<file path="src/rtl/fifo_uart_tx.sv">
// 8N1 UART transmitter that drains the character FIFO one byte at a time.
// Bit timing comes from a CDIV-cycle divider; frames_sent counts completed frames.
module fifo_uart_tx #(
  parameter int CDIV = 434
) (
  input  logic        clk,
  input  logic        rst,
  input  logic        fifo_empty,
  output logic        fifo_rd,
  input  logic [7:0]  fifo_q,
  output logic        txd,
  output logic        busy,
  output logic        tx_done,
  output logic [15:0] frames_sent
);

  localparam int CW = (CDIV > 1) ? $clog2(CDIV) : 1;
  localparam logic [CW-1:0] DIV_LAST = CW'(CDIV - 1);
  localparam logic [CW-1:0] DIV_PRE  = CW'((CDIV > 1) ? CDIV - 2 : 0);
  localparam logic ONE_CYCLE_BIT = (CDIV == 1);

  typedef enum logic [2:0] {IDLE, READ, LOAD, START, DATA, STOP} state_t;

  state_t          state;
  logic [7:0]      shift;
  logic [CW-1:0]   div;
  logic [2:0]      bitidx;
  logic            bit_end;

  always_comb begin
    bit_end = (div == DIV_LAST);
  end

  // Outputs are registered alongside the state, so each branch loads the value
  // the output must carry while the next state is active.
  always_ff @(posedge clk or posedge rst) begin
    if (rst) begin
      state       <= IDLE;
      shift       <= '0;
      div         <= '0;
      bitidx      <= '0;
      txd         <= 1'b1;
      fifo_rd     <= 1'b0;
      busy        <= 1'b0;
      tx_done     <= 1'b0;
      frames_sent <= '0;
    end else begin
      fifo_rd <= 1'b0;
      tx_done <= 1'b0;
      case (state)
        IDLE: begin
          txd <= 1'b1;
          if (!fifo_empty) begin
            state   <= READ;
            fifo_rd <= 1'b1;
            busy    <= 1'b1;
          end
        end
        READ: begin
          state <= LOAD;
        end
        LOAD: begin
          shift  <= fifo_q;
          div    <= '0;
          bitidx <= '0;
          txd    <= 1'b0;
          state  <= START;
        end
        START: begin
          if (bit_end) begin
            div   <= '0;
            txd   <= shift[0];
            state <= DATA;
          end else begin
            div <= div + CW'(1);
          end
        end
        DATA: begin
          if (bit_end) begin
            div <= '0;
            if (bitidx == 3'd7) begin
              txd     <= 1'b1;
              tx_done <= ONE_CYCLE_BIT;
              state   <= STOP;
            end else begin
              shift  <= {1'b0, shift[7:1]};
              bitidx <= bitidx + 3'd1;
              txd    <= shift[1];
            end
          end else begin
            div <= div + CW'(1);
          end
        end
        STOP: begin
          if (bit_end) begin
            div         <= '0;
            busy        <= 1'b0;
            frames_sent <= frames_sent + 16'd1;
            state       <= IDLE;
          end else begin
            div     <= div + CW'(1);
            tx_done <= (div == DIV_PRE);
          end
        end
        default: begin
          state <= IDLE;
          txd   <= 1'b1;
          busy  <= 1'b0;
        end
      endcase
    end
  end

endmodule
</file>
<file path="config.mk">
export PLATFORM = sky130hd
export DESIGN_NAME = fifo_uart_tx
export DESIGN_NICKNAME = d
export VERILOG_FILES = /design/src/rtl/fifo_uart_tx.sv
export SDC_FILE = /design/constraint.sdc
export NUM_CORES = 1
export LEC_CHECK = 0
export ABC_AREA = 0
export BUFFER_PORTS_ARGS = -buffer_cell sky130_fd_sc_hd__buf_2
export CAP_MARGIN = 20
export CORE_MARGIN = 5
export CORE_UTILIZATION = 49
export DETAILED_ROUTE_END_ITERATION = 8
export PLACE_DENSITY = 0.72
export SLEW_MARGIN = 5
export SYNTH_ARGS = -nofsm -noshare
export SYNTH_HDL_FRONTEND = slang
export SYNTH_SLANG_ARGS = --single-unit
</file>
<file path="constraint.sdc">
create_clock -name clk -period 2 [get_ports clk]
set_clock_uncertainty 0.2 [all_clocks]
set_input_delay 0.2 -clock clk [delete_from_list [all_inputs] [get_ports clk]]
set_output_delay 0.2 -clock clk [all_outputs]
set_load 0.005 [all_outputs]
</file>
==> out/metrics.cfg, run 1 <==
[logic_synthesis]
synth-simple-area-share = 0.2320
synth_nets = 231
yosys.area_share.adder = 0.03371
synth_top_family_by_area = simple AND/OR/NAND/NOR gates
avgSynthCellArea_um2 = 10.41
synthMuxAreaShare = 0.03652
synth_edf_count = 0
netlist.area_leader.share = 0.4719
yosysSeqAreaShare = 0.4837
synth_compound_area_frac = 0.1135
yosysTopAreaCell = dfrtp_1
synth_area_leaders = dfrtp_1 47%, xnor2_1 6.3%, o21ai_0 4.5%, nand2_1 4.2%, ha_1 3.4%
synthXorXnorAreaFrac = 0.06685
ys_async_sr_fraction = 1.000
yosys_register_bits = 43
netlist_area_um2 = 2227
synth_cells = 214
ys_warn_count = 0
synth_ff_type = dfrtp_1
synth_cell_types = 43

[flow_run]
drv_cap = 0

[placement]
dpl.hpwl_mm = 3.107
gp_congestion = 0.8077
dp.cells = 300
postPlaceCellArea_um2 = 2500
portBuffers = 30

[critical_path]
cp_slowest_stage_delay_ns = 0.40
regToRegStartpoint = bitidx[0]$_DFFE_PP0P_
r2r_slack_ns = 0.10
path_cells = ha_1 > ha_1 > nor4b_2 > a32oi_1 > buf_6 > nand2b_1 > o21ai_1
arrival_ns = 1.93
crit_top_cell = ha_1
ff2ff_path_depth = 7
cpMaxStageDelayCell = dfrtp_1
end_kind = flop
path_max_fanout = 21
reg2reg_to = bitidx[0]$_DFFE_PP0P_
cp.required_ns = 2.03
critical_path_class = reg -> reg
cp-start-kind = flop

[drt]
drc_errors = 0
drtIter0Drc = 54
drtAntennaViolNets = 0
routed-via-count = 1719
drt-total-wl_mm = 4.262
drtPass1Iterations = 5
wire_per_inst_um = 13.40
drt-vias-per-instance = 5.406

[global_route]
overflow = 0
grt_max_degree = 26
first_global_vias = 1655
grt_first_pass_wirelength_mm = 7.748
antenna_found_initial = 0
grt.total_usage = 0.1564

[power]
p_per_area_nw_per_um2 = 554.9
p_leak_nw = 1.264
power_mw = 1.503
irDropWorstVdd_v = 0.0003850

[cts]
clk_path_buf_depth = 2
cts_tree = done
cts_buffers = 5
cts_sinks = 43
cts_root_buffer = clkbuf_8
h-tree-depth = 2
clock_latency_ns = 0.30
cts.clk_slew.worst_paths_ns = 0.09

[timing]
finalCritPeriodShare = 0.9498
fin_hold_ws_ns = 0.2597
finalHoldViolations = 0
fmaxAchievable_mhz = 526.4
period_needed_ns = 1.900
max_slew.worst_pin.slew_ns = 0.7083
finalSetupViolations = 0
slew_headroom = 0.5249
drv_slew = 0
fin_setup_tns_ns = 0

[floorplan]
row_count = 24
core_um2 = 4384
ios = 31
die-area_um2 = 5993
initial_core_util = 0.5080
die_y_um = 77.42
die_w_um = 77.42

[layout]
postLayoutCellArea_um2 = 2708
area_growth_pct = 21.57
fin_cells = 318
antenna_cells = 0
layout_commonest_cell = dfrtp_1
nets = 282
drive_gt1_frac = 0.2293
final_cell_mix = 42 x dfrtp_1, 30 x buf_2, 25 x nand2_1

[worst_hold_path]
hold_path.class = in -> async

[outcome]
status = complete, no violations

report_power, final:
part | switching (mW) | internal (mW)
clock network | 0.315 | 0.250
logic | 0.0267 | 0.0298
registers | 0.00482 | 0.877
cells by family after synthesis:
family	count (synthesis)
and+or+nand+nor	84
DFF	43
AOI/OAI and AO/OA	40
xor gates and xnor gates	17
buffers and inverters	16
muxes	8
adders and majority gates	6
metrics by stage:
stage	util	setup WS [ns]
3_3_place_gp	0.5702	0.1059
3_5_place_dp	0.5702	0.04894
6_report	0.6176	0.1005
4_1_cts	0.6144	0.02616
2_1_floorplan	-	0.1066
5_1_grt	0.6176	-0.005105
metal layers:
metal,wire length [µm],global-route usage
met5,0,0
met4,62,0.05326
met3,214,0.04051
met2,1900,0.2365
met1,2084,0.2191
how the worst max path moves through the flow:
stage,from,endpoint,slack (ns),cells past startpoint
3_3_place_gp,bitidx[0]$_DFFE_PP0P_,bitidx[0]$_DFFE_PP0P_,0.11,7
5_1_grt,bitidx[0]$_DFFE_PP0P_,bitidx[0]$_DFFE_PP0P_,-0.005,7
4_1_cts,bitidx[0]$_DFFE_PP0P_,bitidx[0]$_DFFE_PP0P_,0.03,7
2_1_floorplan,div[1]$_DFFE_PP0P_,frames_sent[1]$_DFFE_PP0P_,0.11,5
3_5_place_dp,bitidx[0]$_DFFE_PP0P_,bitidx[0]$_DFFE_PP0P_,0.05,7
6_report,bitidx[0]$_DFFE_PP0P_,bitidx[0]$_DFFE_PP0P_,0.10,7
Yosys cell counts, types with 2 or more instances:
cell,number
o21ai_0,20
nor4_1,3
a21oi_1,4
nand3_1,10
dfrtp_1,42
nand4_1,9
and3_1,4
and4_1,4
nor2b_1,2
nand3b_1,3
nand2b_1,4
buf_2,6
nor4_4,2
a22o_1,3
xnor2_1,16
ha_1,6
mux2i_1,7
a31oi_1,5
buf_4,2
nand2_1,25
inv_1,8
nor3_1,2
nor2_1,6
o211ai_1,2
critical path: cells and delay by family, from the launching register on:
kind | cells | cell delay (ns)
AOI/OAI and AO/OA | 2 | 0.25
DFF | 1 | 0.40
and+or+nand+nor | 2 | 0.37
buffers and inverters | 1 | 0.18
adders and majority gates | 2 | 0.42
state kept, by name, summed over array words and instances (netlist names):
name / flops
txd: 1
state: 3
busy: 1
shift: 8
fifo_rd: 1
bitidx: 3
div: 9
frames_sent: 16
tx_done: 1
area by class of cell:
class	count	area, µm²
Clock buffer	5	68.82
Tap cell	52	65.06
Clock inverter	3	25.02
Multi-Input combinational cell	155	1081
Sequential cell	43	1077
Inverter	8	30.03
Fill cell	382	1677
Timing Repair Buffer	52	360.3
what timing repair did:
item | in CTS | in global routing
gates resized for setup | 0 | 4
endpoints found under the hold margin | 26 | 0
endpoints found under the setup margin | 0 | 9
buffers inserted | 0 | 0
hold buffers | 10 | 0
Power figures use the tool's default switching activity.
==> run 2: changes to the inputs <==
--- a/config.mk
+++ b/config.mk
@@ -9,9 +9,9 @@
 export BUFFER_PORTS_ARGS = -buffer_cell sky130_fd_sc_hd__buf_2
 export CAP_MARGIN = 20
 export CORE_MARGIN = 5
-export CORE_UTILIZATION = 49
+export CORE_UTILIZATION = 50
 export DETAILED_ROUTE_END_ITERATION = 8
-export PLACE_DENSITY = 0.72
+export PLACE_DENSITY = 0.74
 export SLEW_MARGIN = 5
 export SYNTH_ARGS = -nofsm -noshare
 export SYNTH_HDL_FRONTEND = slang
==> out/metrics.cfg, run 2 (same netlist as run 1, synthesis figures left out) <==
[cts]
h-tree-depth = 2
clock_latency_ns = 0.29
cts.clk_slew.worst_paths_ns = 0.08
cts_sinks = 43
cts_root_buffer = clkbuf_8
cts_tree = done
cts_buffers = 5
clk_path_buf_depth = 2

[timing]
setup_ws_ns = 0.02996
fin_hold_ws_ns = -0.01230
max_slew.worst_pin.slew_ns = 0.5320
finalHoldViolations = 1
fmaxAchievable_mhz = 507.6
period_needed_ns = 1.970
finalSetupViolations = 0
rsz0062_at_grt = true
finalCritPeriodShare = 0.9850
slew_headroom = 0.6453
drv_slew = 0

[floorplan]
die-area_um2 = 5889
die_w_um = 76.74
row_count = 24
ios = 31
die_y_um = 76.74
core_um2 = 4324
initial_core_util = 0.5150

[outcome]
violations = negative hold slack
status = finished with violations

[critical_path]
ff2ff_path_depth = 6
cp.required_ns = 1.98
cp-start-kind = flop
r2r_slack_ns = 0.03
setup.worst_path.end = shift[7]$_DFFE_PP0P_
path_max_fanout = 4
end_kind = flop
cp_slowest_stage_delay_ns = 0.40
reg2reg_to = shift[7]$_DFFE_PP0P_
critical_path_buf_inv_count = 1
regToRegStartpoint = bitidx[0]$_DFFE_PP0P_
path_cells = ha_1 > ha_1 > nor4b_2 > a32oi_2 > buf_4 > a32o_1
critical_path_class = reg -> reg
cpMaxStageDelayCell = dfrtp_1
critical-path-top-delay-family = adder cells
worstSetupStartpoint = bitidx[0]$_DFFE_PP0P_
path_depth = 6
arrival_ns = 1.95
crit_top_cell = ha_1

[layout]
nets = 284
top_register = frames_sent
area_growth_pct = 23.03
largest_reg_flops = 16
post-route-util = 0.6337
postLayoutCellArea_um2 = 2740
final_cell_mix = 41 x dfrtp_1, 30 x buf_2, 25 x nand2_1
layout_commonest_cell = dfrtp_1
reg.largest.list = frames_sent x16, div x9, shift x8
drive_gt1_frac = 0.2575
antenna_cells = 0

[drt]
drtIter0Drc = 92
routed-via-count = 1790
drc_errors = 0
routed-wl-met3_um = 257
drtPass1Iterations = 4
drtAntennaViolNets = 0
route.top_layer_used = met4
wire_per_inst_um = 14.40
drt-total-wl_mm = 4.607
wl_met1_mm = 2.101
drt-vias-per-instance = 5.594
dr_wl_met2_mm = 2.188

[flow_run]
drv_cap = 0

[power]
p_leak_nw = 1.289
irDropWorstVdd_v = 0.0003211
power_mw = 1.626
p_per_area_nw_per_um2 = 593.4

[placement]
dpl.hpwl_mm = 3.255
postPlaceCellArea_um2 = 2510
post-place-ws_ns = -0.01255
portBuffers = 30
gp_congestion = 0.8622

[global_route]
first_global_vias = 1717
grt.total_usage = 0.1651
antenna_found_initial = 0
overflow = 0
grt_first_pass_wirelength_mm = 8.093
grt_max_degree = 44

[worst_hold_path]
hold_path.class = in -> reg

==> run 2: metal layers <==
metal	GRT usage	up-vias
met3	0.05035	6
li1	-	879
met2	0.2564	39
met5	0	-
met1	0.2207	866
met4	0.05070	0
==> run 2: tightest hold or removal path: cells and delay by family <==
kind            cells  cell delay, ns
buf+inv             1            0.08
mux                 1            0.05
compound gates      1            0.11
==> run 2: timing repair <==
| action | CTS | global route |
|---|---|---|
| pin swaps | 1 | 3 |
| resized for setup | 1 | 6 |
| buffers inserted | 1 | 2 |
| hold endpoints to repair | 47 | 0 |
| setup endpoints to repair | 1 | 23 |
| hold buffers | 6 | 0 |
==> run 2: final cells by class <==
type                       count  area (µm²)
sequential                    43        1079
tap                           52       65.06
inverter                       8       30.03
multi-input combinational    155        1100
timing repair buffer          54       349.1
clock inverter                 2       35.03
clock buffer                   6       82.58
fill                         347        1584
==> run 2: per-stage QoR <==
step	hold WS (ns)	cells	TNS, ns
after floorplan	0.07255	214	0
after global placement	0.1595	303	0
after detailed placement	0.1640	303	-0.01255
after CTS	0.0007854	318	0
after global routing	0.01980	320	-0.008305
final	-0.01230	320	0
==> run 2: how the worst min path moves through the flow <==
stage                          start              endpoint  slack [ns]  cells past startpoint
after detailed placement         rst  shift[1]$_DFFE_PP0P_        0.16                      3
after CTS                  fifo_q[4]  shift[4]$_DFFE_PP0P_      0.0008                      3
after floorplan           fifo_empty     fifo_rd$_DFF_PP0_        0.07                      1
after global routing       fifo_q[6]  shift[6]$_DFFE_PP0P_        0.02                      3
after global placement           rst  shift[2]$_DFFE_PP0P_        0.16                      3
final                      fifo_q[6]  shift[6]$_DFFE_PP0P_       -0.01                      3
==> run 2: where the power goes <==
group	switching [mW]	total, mW	internal (mW)
clock	0.292	0.696	0.404
sequential	0.00505	0.882	0.877
combinational	0.0260	0.0484	0.0224
total	0.323	1.63	1.30
==> run 3: changes to the inputs <==
--- a/config.mk
+++ b/config.mk
@@ -6,9 +6,10 @@
 export NUM_CORES = 1
 export LEC_CHECK = 0
 export ABC_AREA = 0
+export ABC_CLOCK_PERIOD_IN_PS = 2000
 export BUFFER_PORTS_ARGS = -buffer_cell sky130_fd_sc_hd__buf_2
 export CAP_MARGIN = 20
-export CORE_MARGIN = 5
+export CORE_MARGIN = 2
 export CORE_UTILIZATION = 50
 export DETAILED_ROUTE_END_ITERATION = 8
 export PLACE_DENSITY = 0.74
==> out/metrics.cfg, run 3 (same netlist as run 1, synthesis figures left out) <==
[outcome]
status = finished with violations
violations = negative hold slack

[cts]
h-tree-depth = 2
cts_tree = done
cts.clk_slew.worst_paths_ns = 0.08
clock_latency_ns = 0.30
cts_buffers = 5
cts_root_buffer = clkbuf_8
clk_path_buf_depth = 2
cts_sinks = 43

[critical_path]
cp-start-kind = flop
cp.required_ns = 1.99
end_kind = flop
cp_slowest_stage_delay_ns = 0.40
crit_top_cell = ha_1
arrival_ns = 1.94
critical_path_class = reg -> reg
cpMaxStageDelayCell = dfrtp_1
r2r_slack_ns = 0.05
path_cells = ha_1 > ha_1 > nor4b_2 > a32oi_2 > buf_4 > a32o_1
path_max_fanout = 4
reg2reg_to = shift[7]$_DFFE_PP0P_
setup.worst_path.end = shift[7]$_DFFE_PP0P_
regToRegStartpoint = bitidx[0]$_DFFE_PP0P_
worstSetupStartpoint = bitidx[0]$_DFFE_PP0P_
ff2ff_path_depth = 6

[layout]
postLayoutCellArea_um2 = 2713
fin_cells = 318
seq_area_um2 = 1077
multi_input_area_um2 = 1102
drive_gt1_frac = 0.2444
area_growth_pct = 21.80
largest_reg_flops = 16
fill_cells = 356
nets = 282
post-route-util = 0.6273
reg.largest.list = frames_sent x16, div x9, shift x8
antenna_cells = 0
layout_commonest_cell = dfrtp_1
final_cell_mix = 42 x dfrtp_1, 30 x buf_2, 25 x nand2_1
top_register = frames_sent

[timing]
fin_setup_tns_ns = 0
fmaxAchievable_mhz = 512.7
drv_slew = 0
finalSetupViolations = 0
setup_ws_ns = 0.04970
finalHoldViolations = 1
fin_hold_ws_ns = -0.02002
finalCritPeriodShare = 0.9752
slew_headroom = 0.5301
rsz0062_at_grt = true
period_needed_ns = 1.950
max_slew.worst_pin.slew_ns = 0.7004

[floorplan]
die_w_um = 70.74
ios = 31
row_count = 24
initial_core_util = 0.5150
core_um2 = 4324
die_y_um = 70.74
die-area_um2 = 5004

[worst_hold_path]
hold_path.class = in -> reg
whs_path_depth = 3

[global_route]
grt.total_usage = 0.1921
antenna_found_initial = 0
first_global_vias = 1689
grt_first_pass_wirelength_mm = 7.652
grt_max_degree = 26
overflow = 0

[drt]
drtIter0Drc = 125
drtPass1Iterations = 4
drt-total-wl_mm = 4.549
wire_per_inst_um = 14.31
drc_errors = 0
routed-via-count = 1766
drt-vias-per-instance = 5.553
drtAntennaViolNets = 0

[placement]
portBuffers = 30
post-place-ws_ns = 0.05032
gp_congestion = 0.8741
postPlaceCellArea_um2 = 2515
dp.cells = 302
dpl.hpwl_mm = 3.208

[power]
power_mw = 1.480
p_leak_nw = 1.262
irDropWorstVdd_v = 0.0003284
p_per_area_nw_per_um2 = 545.7

[flow_run]
drv_cap = 0

==> run 3: worst max-delay path, delay by kind of cell (launching register included) <==
kind | cells | cell delay (ns)
buffers and inverters | 1 | 0.17
and+or+nand+nor | 1 | 0.25
adders and majority gates | 2 | 0.42
AOI/OAI and AO/OA | 2 | 0.39
DFF | 1 | 0.40
==> run 3: final cells by class <==
cell class	count	area share
inverters	8	0.01107
repair buffers	52	0.1301
flip-flops and latches	43	0.3971
clock inverters	2	0.004613
clock buffers	6	0.02675
multi-input cells	155	0.4064
well taps	52	0.02399
==> run 3: per-layer routing <==
metal	track usage	part of all wire
met5	0	0
met4	0.05660	0.013
met3	0.04274	0.035
met1	0.2546	0.49
met2	0.3178	0.47
==> run 3: power by group <==
| part | switching (mW) | total, mW | internal, mW |
|---|---|---|---|
| Combinational | 0.0280 | 0.0542 | 0.0262 |
| Sequential | 0.00565 | 0.882 | 0.877 |
| Clock | 0.299 | 0.544 | 0.244 |
==> run 3: worst min-delay path by stage <==
stage               slack, ns  startpoint              endpoint
floorplan                0.07  fifo_empty     fifo_rd$_DFF_PP0_
global placement         0.05         rst  shift[2]$_DFFE_PP0P_
detailed placement       0.04         rst  shift[2]$_DFFE_PP0P_
CTS                     0.005   fifo_q[4]  shift[4]$_DFFE_PP0P_
global route             0.02   fifo_q[2]  shift[2]$_DFFE_PP0P_
finish                  -0.02   fifo_q[6]  shift[6]$_DFFE_PP0P_
==> run 3: timing repair <==
| action | CTS | global route |
|---|---|---|
| resized for setup | 0 | 8 |
| hold buffers | 7 | 0 |
| setup endpoints to repair | 0 | 24 |
| endpoints found under the hold margin | 24 | 0 |
| buffers inserted | 0 | 1 |
